**config.mk**
```make
export PLATFORM = sky130hd
export DESIGN_NAME = m_ai_move_scheduler_flat
export DESIGN_NICKNAME = d
export VERILOG_FILES = /design/src/rtl/m_ai_move_scheduler_pkg.sv /design/src/rtl/m_ai_move_scheduler_if.sv /design/src/rtl/m_ai_move_scheduler_first_legal_col.sv /design/src/rtl/m_ai_move_scheduler_piler.sv /design/src/rtl/m_ai_move_scheduler.sv /design/src/flat_wrapper.sv
export SDC_FILE = /design/constraint.sdc
export NUM_CORES = 1
export LEC_CHECK = 0
export CORE_MARGIN = 1.5
export CORE_UTILIZATION = 48
export DETAILED_ROUTE_END_ITERATION = 10
export GPL_TIMING_DRIVEN = 0
export PLACE_DENSITY = 0.92
export SETUP_SLACK_MARGIN = 0.2
export SYNTH_ARGS = -nofsm -noshare
export SYNTH_HDL_FRONTEND = slang
export SYNTH_SLANG_ARGS = --single-unit
```
**constraint.sdc**
```tcl
create_clock -name clk -period 8.43 [get_ports clk]
set_input_delay 0.843 -clock clk [delete_from_list [all_inputs] [get_ports clk]]
set_output_delay 0.843 -clock clk [all_outputs]
set_load 0.01 [all_outputs]
```
**src/rtl/m_ai_move_scheduler_pkg.sv**
```systemverilog
`default_nettype none
// ============================================================================
//  Module   : m_ai_move_scheduler_pkg
//  Brief    : Board geometry, FSM states and column helpers for the CPU turn
//             scheduler.
//  Revision : 1.0  initial release
// ============================================================================
package m_ai_move_scheduler_pkg;

    localparam int ROWS       = 6;
    localparam int NUM_COLS   = 7;
    localparam int PILE_W     = 3;
    localparam int COL_SIZE   = 3;
    localparam int FIELD_SIZE = ROWS * NUM_COLS;
    localparam int PCA_SIZE   = PILE_W * NUM_COLS;

    typedef enum logic [2:0] {
        ST_COOLDOWN = 3'd0,
        ST_IDLE     = 3'd1,
        ST_SEARCH   = 3'd2,
        ST_APPLY    = 3'd3,
        ST_DONE     = 3'd4
    } state_t;

    // Height lookup that never slices past the array for col >= NUM_COLS.
    function automatic logic [PILE_W-1:0] height_of(input logic [PCA_SIZE-1:0] pca,
                                                    input logic [COL_SIZE-1:0] col);
        height_of = '0;
        for (int c = 0; c < NUM_COLS; c++) begin
            if (int'(col) == c) height_of = pca[c*PILE_W +: PILE_W];
        end
    endfunction

    function automatic logic col_is_legal(input logic [PCA_SIZE-1:0] pca,
                                          input logic [COL_SIZE-1:0] col);
        col_is_legal = (int'(col) < NUM_COLS) && (int'(height_of(pca, col)) < ROWS);
    endfunction

endpackage
`default_nettype wire

```
**src/rtl/m_ai_move_scheduler_if.sv**
```systemverilog
`default_nettype none
// ============================================================================
//  Module   : m_ai_move_scheduler_if
//  Brief    : Turn request/result bus plus search-engine handshake.
//  Revision : 1.0  initial release
// ============================================================================
interface m_ai_move_scheduler_if;
    import m_ai_move_scheduler_pkg::*;

    logic                    req;
    logic [FIELD_SIZE-1:0]   me_field;
    logic [FIELD_SIZE-1:0]   op_field;
    logic [PCA_SIZE-1:0]     pile_count_array;
    logic                    busy;
    logic                    done;
    logic [COL_SIZE-1:0]     col;
    logic signed [15:0]      score;
    logic [FIELD_SIZE-1:0]   me_field_out;
    logic [PCA_SIZE-1:0]     pile_count_array_out;
    logic                    timeout;
    logic                    no_move;
    logic                    search_en;
    logic [FIELD_SIZE-1:0]   search_me_field;
    logic [FIELD_SIZE-1:0]   search_op_field;
    logic [PCA_SIZE-1:0]     search_pile_count_array;
    logic                    search_fin;
    logic signed [15:0]      search_score;
    logic [COL_SIZE-1:0]     search_col;

    modport slave (
        input  req, me_field, op_field, pile_count_array,
               search_fin, search_score, search_col,
        output busy, done, col, score, me_field_out, pile_count_array_out,
               timeout, no_move, search_en,
               search_me_field, search_op_field, search_pile_count_array
    );

    modport master (
        output req, me_field, op_field, pile_count_array,
               search_fin, search_score, search_col,
        input  busy, done, col, score, me_field_out, pile_count_array_out,
               timeout, no_move, search_en,
               search_me_field, search_op_field, search_pile_count_array
    );

endinterface
`default_nettype wire

```
**src/rtl/m_ai_move_scheduler_first_legal_col.sv**
```systemverilog
`default_nettype none
// ============================================================================
//  Module   : m_ai_move_scheduler_first_legal_col
//  Brief    : Lowest-index column that still has room; any=0 when board full.
//  Revision : 1.0  initial release
// ============================================================================
module m_ai_move_scheduler_first_legal_col
    import m_ai_move_scheduler_pkg::*;
(
    input  logic [PCA_SIZE-1:0] pca,
    output logic                any,
    output logic [COL_SIZE-1:0] col
);

    // Scan high to low so the last hit is the lowest index.
    always_comb begin
        any = 1'b0;
        col = '0;
        for (int c = NUM_COLS - 1; c >= 0; c--) begin
            if (int'(pca[c*PILE_W +: PILE_W]) < ROWS) begin
                any = 1'b1;
                col = COL_SIZE'(c);
            end
        end
    end

endmodule
`default_nettype wire

```
**src/rtl/m_ai_move_scheduler_piler.sv**
```systemverilog
`default_nettype none
// ============================================================================
//  Module   : m_ai_move_scheduler_piler
//  Brief    : Drops one stone into a column; passes inputs through when illegal.
//  Revision : 1.0  initial release
// ============================================================================
module m_ai_move_scheduler_piler
    import m_ai_move_scheduler_pkg::*;
(
    input  logic [FIELD_SIZE-1:0] field,
    input  logic [PCA_SIZE-1:0]   pca,
    input  logic [COL_SIZE-1:0]   col,
    output logic                  valid,
    output logic [FIELD_SIZE-1:0] field_out,
    output logic [PCA_SIZE-1:0]   pca_out
);

    always_comb begin
        valid     = col_is_legal(pca, col);
        field_out = field;
        pca_out   = pca;
        for (int c = 0; c < NUM_COLS; c++) begin
            if (valid && (int'(col) == c)) begin
                pca_out[c*PILE_W +: PILE_W] = pca[c*PILE_W +: PILE_W] + PILE_W'(1);
                for (int r = 0; r < ROWS; r++) begin
                    if (int'(pca[c*PILE_W +: PILE_W]) == r) field_out[c*ROWS + r] = 1'b1;
                end
            end
        end
    end

endmodule
`default_nettype wire

```
**src/rtl/m_ai_move_scheduler.sv**
```systemverilog
`default_nettype none
// ============================================================================
//  Module   : m_ai_move_scheduler
//  Brief    : Runs one CPU turn: latch board, drive search engine, apply move.
//  Revision : 1.0  initial release
// ============================================================================
module m_ai_move_scheduler
    import m_ai_move_scheduler_pkg::*;
#(
    parameter logic [23:0] TIMEOUT_CYCLES  = 24'd10_000_000,
    parameter int          COOLDOWN_CYCLES = 4
)(
    input  logic               clk,
    input  logic               rst,
    m_ai_move_scheduler_if.slave bus
);

    localparam logic [7:0] c_cd_load = 8'(COOLDOWN_CYCLES);

    state_t                r_state;
    state_t                w_next_state;
    logic [7:0]            r_cd_cnt;
    logic [23:0]           r_tcnt;
    logic                  r_post_reset;
    logic [FIELD_SIZE-1:0] r_me;
    logic [FIELD_SIZE-1:0] r_op;
    logic [PCA_SIZE-1:0]   r_pca;
    logic [COL_SIZE-1:0]   r_res_col;
    logic signed [15:0]    r_res_score;
    logic                  r_res_timeout;
    logic [COL_SIZE-1:0]   r_col;
    logic signed [15:0]    r_score;
    logic [FIELD_SIZE-1:0] r_me_out;
    logic [PCA_SIZE-1:0]   r_pca_out;
    logic                  r_timeout;
    logic                  r_no_move;

    logic                  w_busy;
    logic                  w_done;
    logic                  w_search_en;
    logic [PCA_SIZE-1:0]   w_flc_pca;
    logic                  w_any;
    logic [COL_SIZE-1:0]   w_fb_col;
    logic                  w_timeout_hit;
    logic                  w_res_legal;
    logic [COL_SIZE-1:0]   w_apply_col;
    logic                  w_pil_valid;
    logic [FIELD_SIZE-1:0] w_pil_field;
    logic [PCA_SIZE-1:0]   w_pil_pca;

    // In IDLE the legality check looks at the incoming board; afterwards at the latched one.
    assign w_flc_pca     = (r_state == ST_IDLE) ? bus.pile_count_array : r_pca;
    assign w_timeout_hit = (TIMEOUT_CYCLES != 24'd0) && (r_tcnt == TIMEOUT_CYCLES - 24'd1);
    assign w_res_legal   = col_is_legal(r_pca, r_res_col);
    assign w_apply_col   = w_res_legal ? r_res_col : w_fb_col;

    m_ai_move_scheduler_first_legal_col u_first_legal_col (
        .pca (w_flc_pca),
        .any (w_any),
        .col (w_fb_col)
    );

    m_ai_move_scheduler_piler u_piler (
        .field     (r_me),
        .pca       (r_pca),
        .col       (w_apply_col),
        .valid     (w_pil_valid),
        .field_out (w_pil_field),
        .pca_out   (w_pil_pca)
    );

    always_ff @(posedge clk or posedge rst) begin
        if (rst) r_state <= ST_COOLDOWN;
        else     r_state <= w_next_state;
    end

    always_comb begin
        w_next_state = r_state;
        w_busy       = 1'b0;
        w_done       = 1'b0;
        w_search_en  = 1'b0;
        unique case (r_state)
            ST_COOLDOWN: begin
                w_busy = ~r_post_reset;
                if (r_cd_cnt <= 8'd1) w_next_state = ST_IDLE;
            end
            ST_IDLE: begin
                if (bus.req) w_next_state = w_any ? ST_SEARCH : ST_APPLY;
            end
            ST_SEARCH: begin
                w_busy      = 1'b1;
                w_search_en = 1'b1;
                if (bus.search_fin || w_timeout_hit) w_next_state = ST_APPLY;
            end
            ST_APPLY: begin
                w_busy       = 1'b1;
                w_next_state = ST_DONE;
            end
            ST_DONE: begin
                w_busy       = 1'b1;
                w_done       = 1'b1;
                w_next_state = ST_COOLDOWN;
            end
            default: w_next_state = ST_COOLDOWN;
        endcase
    end

    always_ff @(posedge clk or posedge rst) begin
        if (rst) begin
            r_cd_cnt      <= c_cd_load;
            r_tcnt        <= '0;
            r_post_reset  <= 1'b1;
            r_me          <= '0;
            r_op          <= '0;
            r_pca         <= '0;
            r_res_col     <= '0;
            r_res_score   <= '0;
            r_res_timeout <= 1'b0;
            r_col         <= '0;
            r_score       <= '0;
            r_me_out      <= '0;
            r_pca_out     <= '0;
            r_timeout     <= 1'b0;
            r_no_move     <= 1'b0;
        end else begin
            unique case (r_state)
                ST_COOLDOWN: begin
                    if (r_cd_cnt != 8'd0) r_cd_cnt <= r_cd_cnt - 8'd1;
                end
                ST_IDLE: begin
                    r_post_reset <= 1'b0;
                    if (bus.req) begin
                        r_me          <= bus.me_field;
                        r_op          <= bus.op_field;
                        r_pca         <= bus.pile_count_array;
                        r_tcnt        <= '0;
                        r_res_col     <= '0;
                        r_res_score   <= '0;
                        r_res_timeout <= 1'b0;
                    end
                end
                ST_SEARCH: begin
                    if (bus.search_fin) begin
                        r_res_col     <= bus.search_col;
                        r_res_score   <= bus.search_score;
                        r_res_timeout <= 1'b0;
                    end else if (w_timeout_hit) begin
                        r_res_col     <= w_fb_col;
                        r_res_score   <= '0;
                        r_res_timeout <= 1'b1;
                    end else if (r_tcnt != 24'hFF_FFFF) begin
                        r_tcnt <= r_tcnt + 24'd1;
                    end
                end
                ST_APPLY: begin
                    // An invalid piler result here means the board was full on entry.
                    r_col     <= w_pil_valid ? w_apply_col : '0;
                    r_score   <= (w_pil_valid && w_res_legal) ? r_res_score : 16'sd0;
                    r_me_out  <= w_pil_field;
                    r_pca_out <= w_pil_pca;
                    r_timeout <= r_res_timeout;
                    r_no_move <= ~w_pil_valid;
                end
                ST_DONE: begin
                    r_cd_cnt <= c_cd_load;
                end
                default: ;
            endcase
        end
    end

    assign bus.busy                    = w_busy;
    assign bus.done                    = w_done;
    assign bus.search_en               = w_search_en;
    assign bus.col                     = r_col;
    assign bus.score                   = r_score;
    assign bus.me_field_out            = r_me_out;
    assign bus.pile_count_array_out    = r_pca_out;
    assign bus.timeout                 = r_timeout;
    assign bus.no_move                 = r_no_move;
    assign bus.search_me_field         = r_me;
    assign bus.search_op_field         = r_op;
    assign bus.search_pile_count_array = r_pca;

endmodule
`default_nettype wire

```
**src/flat_wrapper.sv**
```systemverilog
// flat-port wrapper written by rule: the top's interface ports become plain ports
module m_ai_move_scheduler_flat import m_ai_move_scheduler_pkg::*;
#(
    parameter logic [23:0] TIMEOUT_CYCLES  = 24'd10_000_000,
    parameter int          COOLDOWN_CYCLES = 4
)
  (clk, rst, bus_req, bus_me_field, bus_op_field, bus_pile_count_array, bus_search_fin, bus_search_score, bus_search_col, bus_busy, bus_done, bus_col, bus_score, bus_me_field_out, bus_pile_count_array_out, bus_timeout, bus_no_move, bus_search_en, bus_search_me_field, bus_search_op_field, bus_search_pile_count_array);
  m_ai_move_scheduler_if bus_i ();
  input  logic clk;
  input  logic rst;
  input wire logic [$bits(bus_i.req)-1:0] bus_req;
  input wire logic [$bits(bus_i.me_field)-1:0] bus_me_field;
  input wire logic [$bits(bus_i.op_field)-1:0] bus_op_field;
  input wire logic [$bits(bus_i.pile_count_array)-1:0] bus_pile_count_array;
  input wire logic [$bits(bus_i.search_fin)-1:0] bus_search_fin;
  input wire logic [$bits(bus_i.search_score)-1:0] bus_search_score;
  input wire logic [$bits(bus_i.search_col)-1:0] bus_search_col;
  output wire logic [$bits(bus_i.busy)-1:0] bus_busy;
  output wire logic [$bits(bus_i.done)-1:0] bus_done;
  output wire logic [$bits(bus_i.col)-1:0] bus_col;
  output wire logic [$bits(bus_i.score)-1:0] bus_score;
  output wire logic [$bits(bus_i.me_field_out)-1:0] bus_me_field_out;
  output wire logic [$bits(bus_i.pile_count_array_out)-1:0] bus_pile_count_array_out;
  output wire logic [$bits(bus_i.timeout)-1:0] bus_timeout;
  output wire logic [$bits(bus_i.no_move)-1:0] bus_no_move;
  output wire logic [$bits(bus_i.search_en)-1:0] bus_search_en;
  output wire logic [$bits(bus_i.search_me_field)-1:0] bus_search_me_field;
  output wire logic [$bits(bus_i.search_op_field)-1:0] bus_search_op_field;
  output wire logic [$bits(bus_i.search_pile_count_array)-1:0] bus_search_pile_count_array;
  assign bus_i.req = bus_req;
  assign bus_i.me_field = bus_me_field;
  assign bus_i.op_field = bus_op_field;
  assign bus_i.pile_count_array = bus_pile_count_array;
  assign bus_i.search_fin = bus_search_fin;
  assign bus_i.search_score = bus_search_score;
  assign bus_i.search_col = bus_search_col;
  assign bus_busy = bus_i.busy;
  assign bus_done = bus_i.done;
  assign bus_col = bus_i.col;
  assign bus_score = bus_i.score;
  assign bus_me_field_out = bus_i.me_field_out;
  assign bus_pile_count_array_out = bus_i.pile_count_array_out;
  assign bus_timeout = bus_i.timeout;
  assign bus_no_move = bus_i.no_move;
  assign bus_search_en = bus_i.search_en;
  assign bus_search_me_field = bus_i.search_me_field;
  assign bus_search_op_field = bus_i.search_op_field;
  assign bus_search_pile_count_array = bus_i.search_pile_count_array;
  m_ai_move_scheduler #(.TIMEOUT_CYCLES(TIMEOUT_CYCLES), .COOLDOWN_CYCLES(COOLDOWN_CYCLES)) u_core (.clk(clk), .rst(rst), .bus(bus_i));
endmodule
```
; After elaboration in Yosys (flattened, before gate mapping)
; Index checks and enable logic that the tools add are counted.
[totals]
register_bits = 245
input_bits = 128
wordCells = 245
[classes]
addsub = 9
order_cmp = 12
eq_ne = 61
n_mux = 115
n_bitwise = 2
reduce_logical = 30
[ops]
columns = cell, count
row1 = "3-bit equality test, second input constant", 37
row2 = 3-bit two-way mux, 36
row3 = 24-bit two-way mux, 4
row4 = 16-bit two-way mux, 4
row5 = 1-bit two-way mux, 55
row6 = 24-bit case mux with 2 select lines, 1
row7 = 6-bit two-way mux, 7
row8 = "3-bit by 2-bit equality test with 1-bit output, second input constant", 13
row9 = "3-bit < comparator, second input constant", 11
row10 = 16-bit case mux with 2 select lines, 1
row11 = 3-bit zero test, 10
row12 = "24-bit by 1-bit adder with 24-bit output, second input constant", 1
row13 = "24-bit equality test, second input constant", 1
row14 = "24-bit inequality test, second input constant", 1
row15 = "3-bit by 1-bit adder with 3-bit output, second input constant", 7
row16 = 21-bit two-way mux, 1
row17 = 8-bit case mux with 2 select lines, 1
row18 = 3-bit case mux with 4 select lines, 1
row19 = 1-bit logical AND, 10
row20 = "8-bit by 1-bit less-or-equal comparator with 1-bit output, second input constant", 1
row21 = 8-bit two-way mux, 1
row22 = "2-bit by 1-bit inequality test with 1-bit output, second input constant", 4
row23 = 8-bit nonzero test, 1
row24 = "8-bit by 1-bit subtractor with 8-bit output, second input constant", 1
row25 = other kinds (12), 19

; Logic depth before layout (Yosys ltp)
[depth]
depth_word = 23
ltp_mapped = 11
depth_no_buf = 8

; Cells and area by module
; From an unflattened synthesis, not the netlist that was laid out.
[hier_totals]
cells_unflattened = 1279
hier_area_um2 = 11730.0
[by_module_without_submodules]
columns = mod, n_inst, cells_per_inst, area_each_um2, seq_area_each_um2
row1 = m_ai_move_scheduler, 1, 1099, 10277.4, 6133.4
row2 = m_ai_move_scheduler_piler, 1, 163, 1353.8, 0.0
row3 = m_ai_move_scheduler_first_legal_col, 1, 17, 98.8, 0.0

; Worst setup path after synthesis
; OpenSTA, ideal clock, no wires.
[synth_path]
path_kind = input to register
from = input port bus_pile_count_array[7]
to = register u_core.r_pca_out[14] (netlist: u_core.bus.pile_count_array_out[14])
setup_ns = 0.076
t_arrival_ns = 2.767
required_ns = 8.354
path_slack_ns = 5.587
cell_stages = 10
n_path_buf = 2
path_cell_list = and4_1 or3b_1 a211oi_2 o21a_1 buf_6 nand2_4 and3b_1 buf_4 mux2_2 o21ai_1
[synth_between]
elab_chain_cells = 18
word_cells_on_any_way = 25
classes_between = order compare (3) / eq/ne (6) / mux (13) / reduce/logical (3)
[synth_rtl]
columns = element, line
row1 = start: declaration, flat_wrapper.sv:14  ; input wire logic [$bits(bus_i.pile_count_array)-1:0] bus_pile_count_array;
row2 = 21-bit two-way mux (*), m_ai_move_scheduler.sv:52  ; assign w_flc_pca = (r_state == ST_IDLE) ? bus.pile_count_array : r_pca;
row3 = 3-bit < comparator (*), m_ai_move_scheduler_first_legal_col.sv:20  ; if (int'(pca[c*PILE_W +: PILE_W]) < ROWS) begin
row4 = 3-bit two-way mux (*) (3 in series), m_ai_move_scheduler_first_legal_col.sv:20
row5 = 3-bit two-way mux (*), m_ai_move_scheduler.sv:55  ; assign w_apply_col = w_res_legal ? r_res_col : w_fb_col;
row6 = 3-bit zero test, m_ai_move_scheduler_pkg.sv:30  ; if (int'(col) == c) height_of = pca[c*PILE_W +: PILE_W];
row7 = 3-bit two-way mux (7 in series), m_ai_move_scheduler_pkg.sv:30
row8 = 3-bit < comparator, m_ai_move_scheduler_pkg.sv:36  ; col_is_legal = (int'(col) < NUM_COLS) && (int'(height_of(pca, col)) < ROWS);
row9 = 1-bit logical AND, m_ai_move_scheduler_pkg.sv:36
row10 = 1-bit logical AND (*), m_ai_move_scheduler_piler.sv:23  ; if (valid && (int'(col) == c)) begin
row11 = 3-bit two-way mux (*), m_ai_move_scheduler_piler.sv:23
row12 = end signal: assignment, m_ai_move_scheduler.sv:160  ; r_pca_out <= w_pil_pca;
row13 = end: declaration, m_ai_move_scheduler.sv:34  ; logic [PCA_SIZE-1:0] r_pca_out;
; Every way passes the cells marked *; elsewhere a longest branch is shown, timed or not.
; A chain may end at the register's enable or synchronous reset.

; Worst setup path after layout
[layout_path]
from = input port bus_pile_count_array[16]
to = register u_core.r_no_move (netlist: u_core.bus.no_move)
[layout_between]
elab_chain_cells = 20
word_cells_on_any_way = 27
classes_between = order compare (3) / eq/ne (6) / mux (15) / bitwise (1) / reduce/logical (2)
[layout_rtl]
columns = element, line
row1 = 21-bit two-way mux (*), m_ai_move_scheduler.sv:52
row2 = 3-bit < comparator (*), m_ai_move_scheduler_first_legal_col.sv:20
row3 = 3-bit two-way mux (*) (6 in series), m_ai_move_scheduler_first_legal_col.sv:20
row4 = 3-bit two-way mux (*), m_ai_move_scheduler.sv:55
row5 = 3-bit zero test, m_ai_move_scheduler_pkg.sv:30
row6 = 3-bit two-way mux (7 in series), m_ai_move_scheduler_pkg.sv:30
row7 = 3-bit < comparator, m_ai_move_scheduler_pkg.sv:36
row8 = 1-bit logical AND (*), m_ai_move_scheduler_pkg.sv:36
row9 = 1-bit inverter (*), m_ai_move_scheduler.sv:162  ; r_no_move <= ~w_pil_valid;
row10 = end signal: assignment, m_ai_move_scheduler.sv:162
row11 = end: declaration, m_ai_move_scheduler.sv:36  ; logic r_no_move;
; Marks and branches as above.

==> flow_summary.yaml <==
final_layout:
  ff_latch_area_um2: 6133
  final_cell_area_um2: 15560
  final_nets: 1491
  drive_gt1_share_pct: 12.04
  area_growth_pct: 41.79
  multiInputGateArea_um2: 4507
  final_core_util_pct: 69.15
  fill_cells: 1609
sta:
  setup_viol: 0
  final-hold-violation-count: 0
  slew_headroom_pct: 34.63
  worst-slew-pin-transition_ns: 0.9558
  fmax_mhz: 272.7
  fin_crit_sh_pct: 43.50
  holdWs_ns: 0.4528
  finalCriticalPeriod_ns: 3.667
  tns_ns: 0
  fin_skew_ns: 0.01091
  rsz0062_at_grt: "no"
  slew_viol_final: 0
critical_path:
  worst-path-buf-inv: 3
  crit_arrival_ns: 4.07
  startpoint: "bus_pile_count_array[16]"
  cp_slowest_stage_delay_ns: 0.55
  worstReg2RegStart: "u_core.bus.search_pile_count_array[16]"
  crit_type: "input port to register"
  worstPathMaxFanout: 10
  endpoint_kind: "register"
  r2r_end: "u_core.bus.no_move"
  crit_family: "compound AO/OA/AOI/OAI gates"
  worst_setup_path_start_kind: "input port"
  worstSetupEndpoint: "u_core.bus.no_move"
  critPathSlowestCell: "clkdlybuf4s50_1"
  crit_required_ns: 8.83
  cp.depth: 11
  reg2reg_slack_ns: 5.04
  crit_chain: "clkdlybuf4s50_1 > nand2_1 > a31o_2 > a31oi_1 > o32ai_1 > a22oi_2 > buf_2 > buf_1 > o221ai_1 > o21ai_0 > a211oi_1"
  reg2regPathDepth: 10
synthesis:
  syn-instance-count: 975
  ys.flop_type: "dfrtp_1"
  async_flop_share_pct: 100.0
  ys_ff_latch: 245
  synth.distinct_cells: 73
  syn_area_per_cell_um2: 11.26
  yosys_warnings: 0
  syn-num-nets: 1141
  synth_edf_count: 0
  syn_area_um2: 10970
  synth_seq_area_share_pct: 55.89
clock_tree:
  cts_setup_buffers: 0
  clock-sinks: 245
  cts_tree: "built"
  cts_resized: 0
  htreeDepth: 1
  cts_buffers: 27
  clockBufferDepth: 3
  hold_buffers: 0
  cts-root-buf: "clkbuf_16"
  clk_pin_slew_worst_paths_ns: 0.07
  clk_latency_ns: 0.54
power:
  power_mw: 6.152
  p_per_area_nw_per_um2: 395.4
  ir_drop_v: 0.0002420
  p_leak_nw: 6.642
detailed_routing:
  drt_pass1_iterations: 5
  drt_iter0_drc: 608
  wl_um: 33140
  wl_per_cell_um: 20.26
  ant_nets: 0
  via_per_inst: 5.716
  drc: 0
  vias: 9351
grt:
  grtUsageTotal_pct: 27.80
  grt-ovfl-total: 0
  grt_start_max_net_pins: 98
  grt_pass1_wl_um: 52220
  antenna_found_initial: 5
  grt_pass1_vias: 9732
floorplan:
  pin_count: 320
  die_w_um: 154.2
  core_area_um2: 22500
  start_util_pct: 48.77
  die_h_um: 154.2
  dieArea_um2: 23780
  row_count: 55
worst_hold_path:
  hold_path.class: "register to register"
run:
  max_cap_viol_count: 0
placed_design:
  port-buffer-count: 319
  routabilityCongestion: 0.9184
  place_area_um2: 14590
  dp_hpwl_um: 24310
outcome:
  outcome: "finished, final reports clean"
## stage by stage
| stage | worst slack, ns | instances |
|---|---|---|
| CTS | 4.919 | 1631 |
| finish | 4.763 | 1636 |
| detailed placement | 4.352 | 1581 |
| global route | 4.704 | 1635 |
| floorplan | 0.8604 | 975 |
| global placement | -2.010 | 1579 |
## power breakdown
group	switching (mW)	internal, mW
clock	0.481	0.781
combinational	1.35	1.42
sequential	0.431	1.69
## Yosys cell counts (16+ instances only)
| cell type | n | area [um^2] |
|---|---|---|
| o21ai_0 | 99 | 495.5 |
| clkbuf_1 | 37 | 138.9 |
| mux2_2 | 89 | 1002 |
| a22o_1 | 32 | 280.3 |
| xnor2_1 | 19 | 166.4 |
| a21oi_1 | 36 | 180.2 |
| inv_1 | 34 | 127.6 |
| a31oi_1 | 16 | 100.1 |
| ha_1 | 38 | 475.5 |
| nand3_1 | 19 | 95.09 |
| nand2_1 | 119 | 446.7 |
| dfrtp_1 | 243 | 6081 |
| nor2_1 | 44 | 165.2 |
## layout by cell type (no fill, tap or decap), types with 12 or more instances in the layout
master,count
a21oi_1,36
a22o_1,32
a31oi_1,16
clkbuf_1,42
clkbuf_16,27
clkdlybuf4s50_1,319
dfrtp_1,243
ha_1,38
inv_1,33
mux2_2,89
mux2i_1,14
nand2_1,119
nand3_1,19
nor2_1,44
nor3_1,13
o21ai_0,99
xnor2_1,19
xor2_1,12
## worst min-delay path: stages (launching register included)
cell and delay, ns:
dfstp_2 0.36, inv_1 0.05, nor2_1 0.04
## metal layers
layer  part of all wire [%]  vias up  track usage, %  routed length (um)
met2                     50      467           47.60               16420
met1                     38     4628           34.22               12480
met5                      0        -               0                   0
met3                    8.3      104           5.604                2753
met4                    4.5        0           12.25                1496
li1                       -     4152               -                   -
## flip-flops by register name, indices dropped and copies added, names as in the netlist
name                                count
u_core.r_res_score                     16
u_core.r_state                          3
u_core.bus.no_move                      1
u_core.r_res_col                        3
u_core.r_post_reset                     1
u_core.bus.search_op_field             42
u_core.bus.search_me_field             42
u_core.bus.pile_count_array_out        21
u_core.bus.me_field_out                42
u_core.r_res_timeout                    1
u_core.bus.search_pile_count_array     21
u_core.bus.col                          3
u_core.bus.timeout                      1
u_core.r_cd_cnt                         8
u_core.r_tcnt                          24
u_core.bus.score                       16
## layout make-up
class | instances | area share, %
multi-input combinational | 647 | 28.96
buffer | 48 | 1.303
timing repair buffer | 321 | 20.87
clock inverter | 10 | 1.005
sequential | 245 | 39.42
tap | 285 | 2.292
clock buffer | 40 | 5.170
inverter | 35 | 0.8926
antenna | 5 | 0.08041
## kinds of logic after synthesis
| group | count (synthesis) | share of synthesized area [%] |
|---|---|---|
| flops | 245 | 55.89 |
| fa+ha+maj | 38 | 4.332 |
| buf+inv | 83 | 3.044 |
| xor+xnor | 31 | 2.474 |
| mux | 104 | 10.55 |
| compound gates | 217 | 12.39 |
| simple gates | 257 | 11.32 |
## worst min path at each step
stage	startpoint	endpoint	slack [ns]	depth (start not counted)
3_3_place_gp	u_core.r_post_reset	u_core.r_post_reset	0.44	2
5_1_grt	u_core.r_post_reset	u_core.r_post_reset	0.49	2
6_report	u_core.r_post_reset	u_core.r_post_reset	0.45	2
3_5_place_dp	u_core.r_post_reset	u_core.r_post_reset	0.45	2
4_1_cts	u_core.r_post_reset	u_core.r_post_reset	0.46	2
2_1_floorplan	u_core.r_post_reset	u_core.r_post_reset	0.43	2
Note: power is estimated with default switching activity, not from simulation.
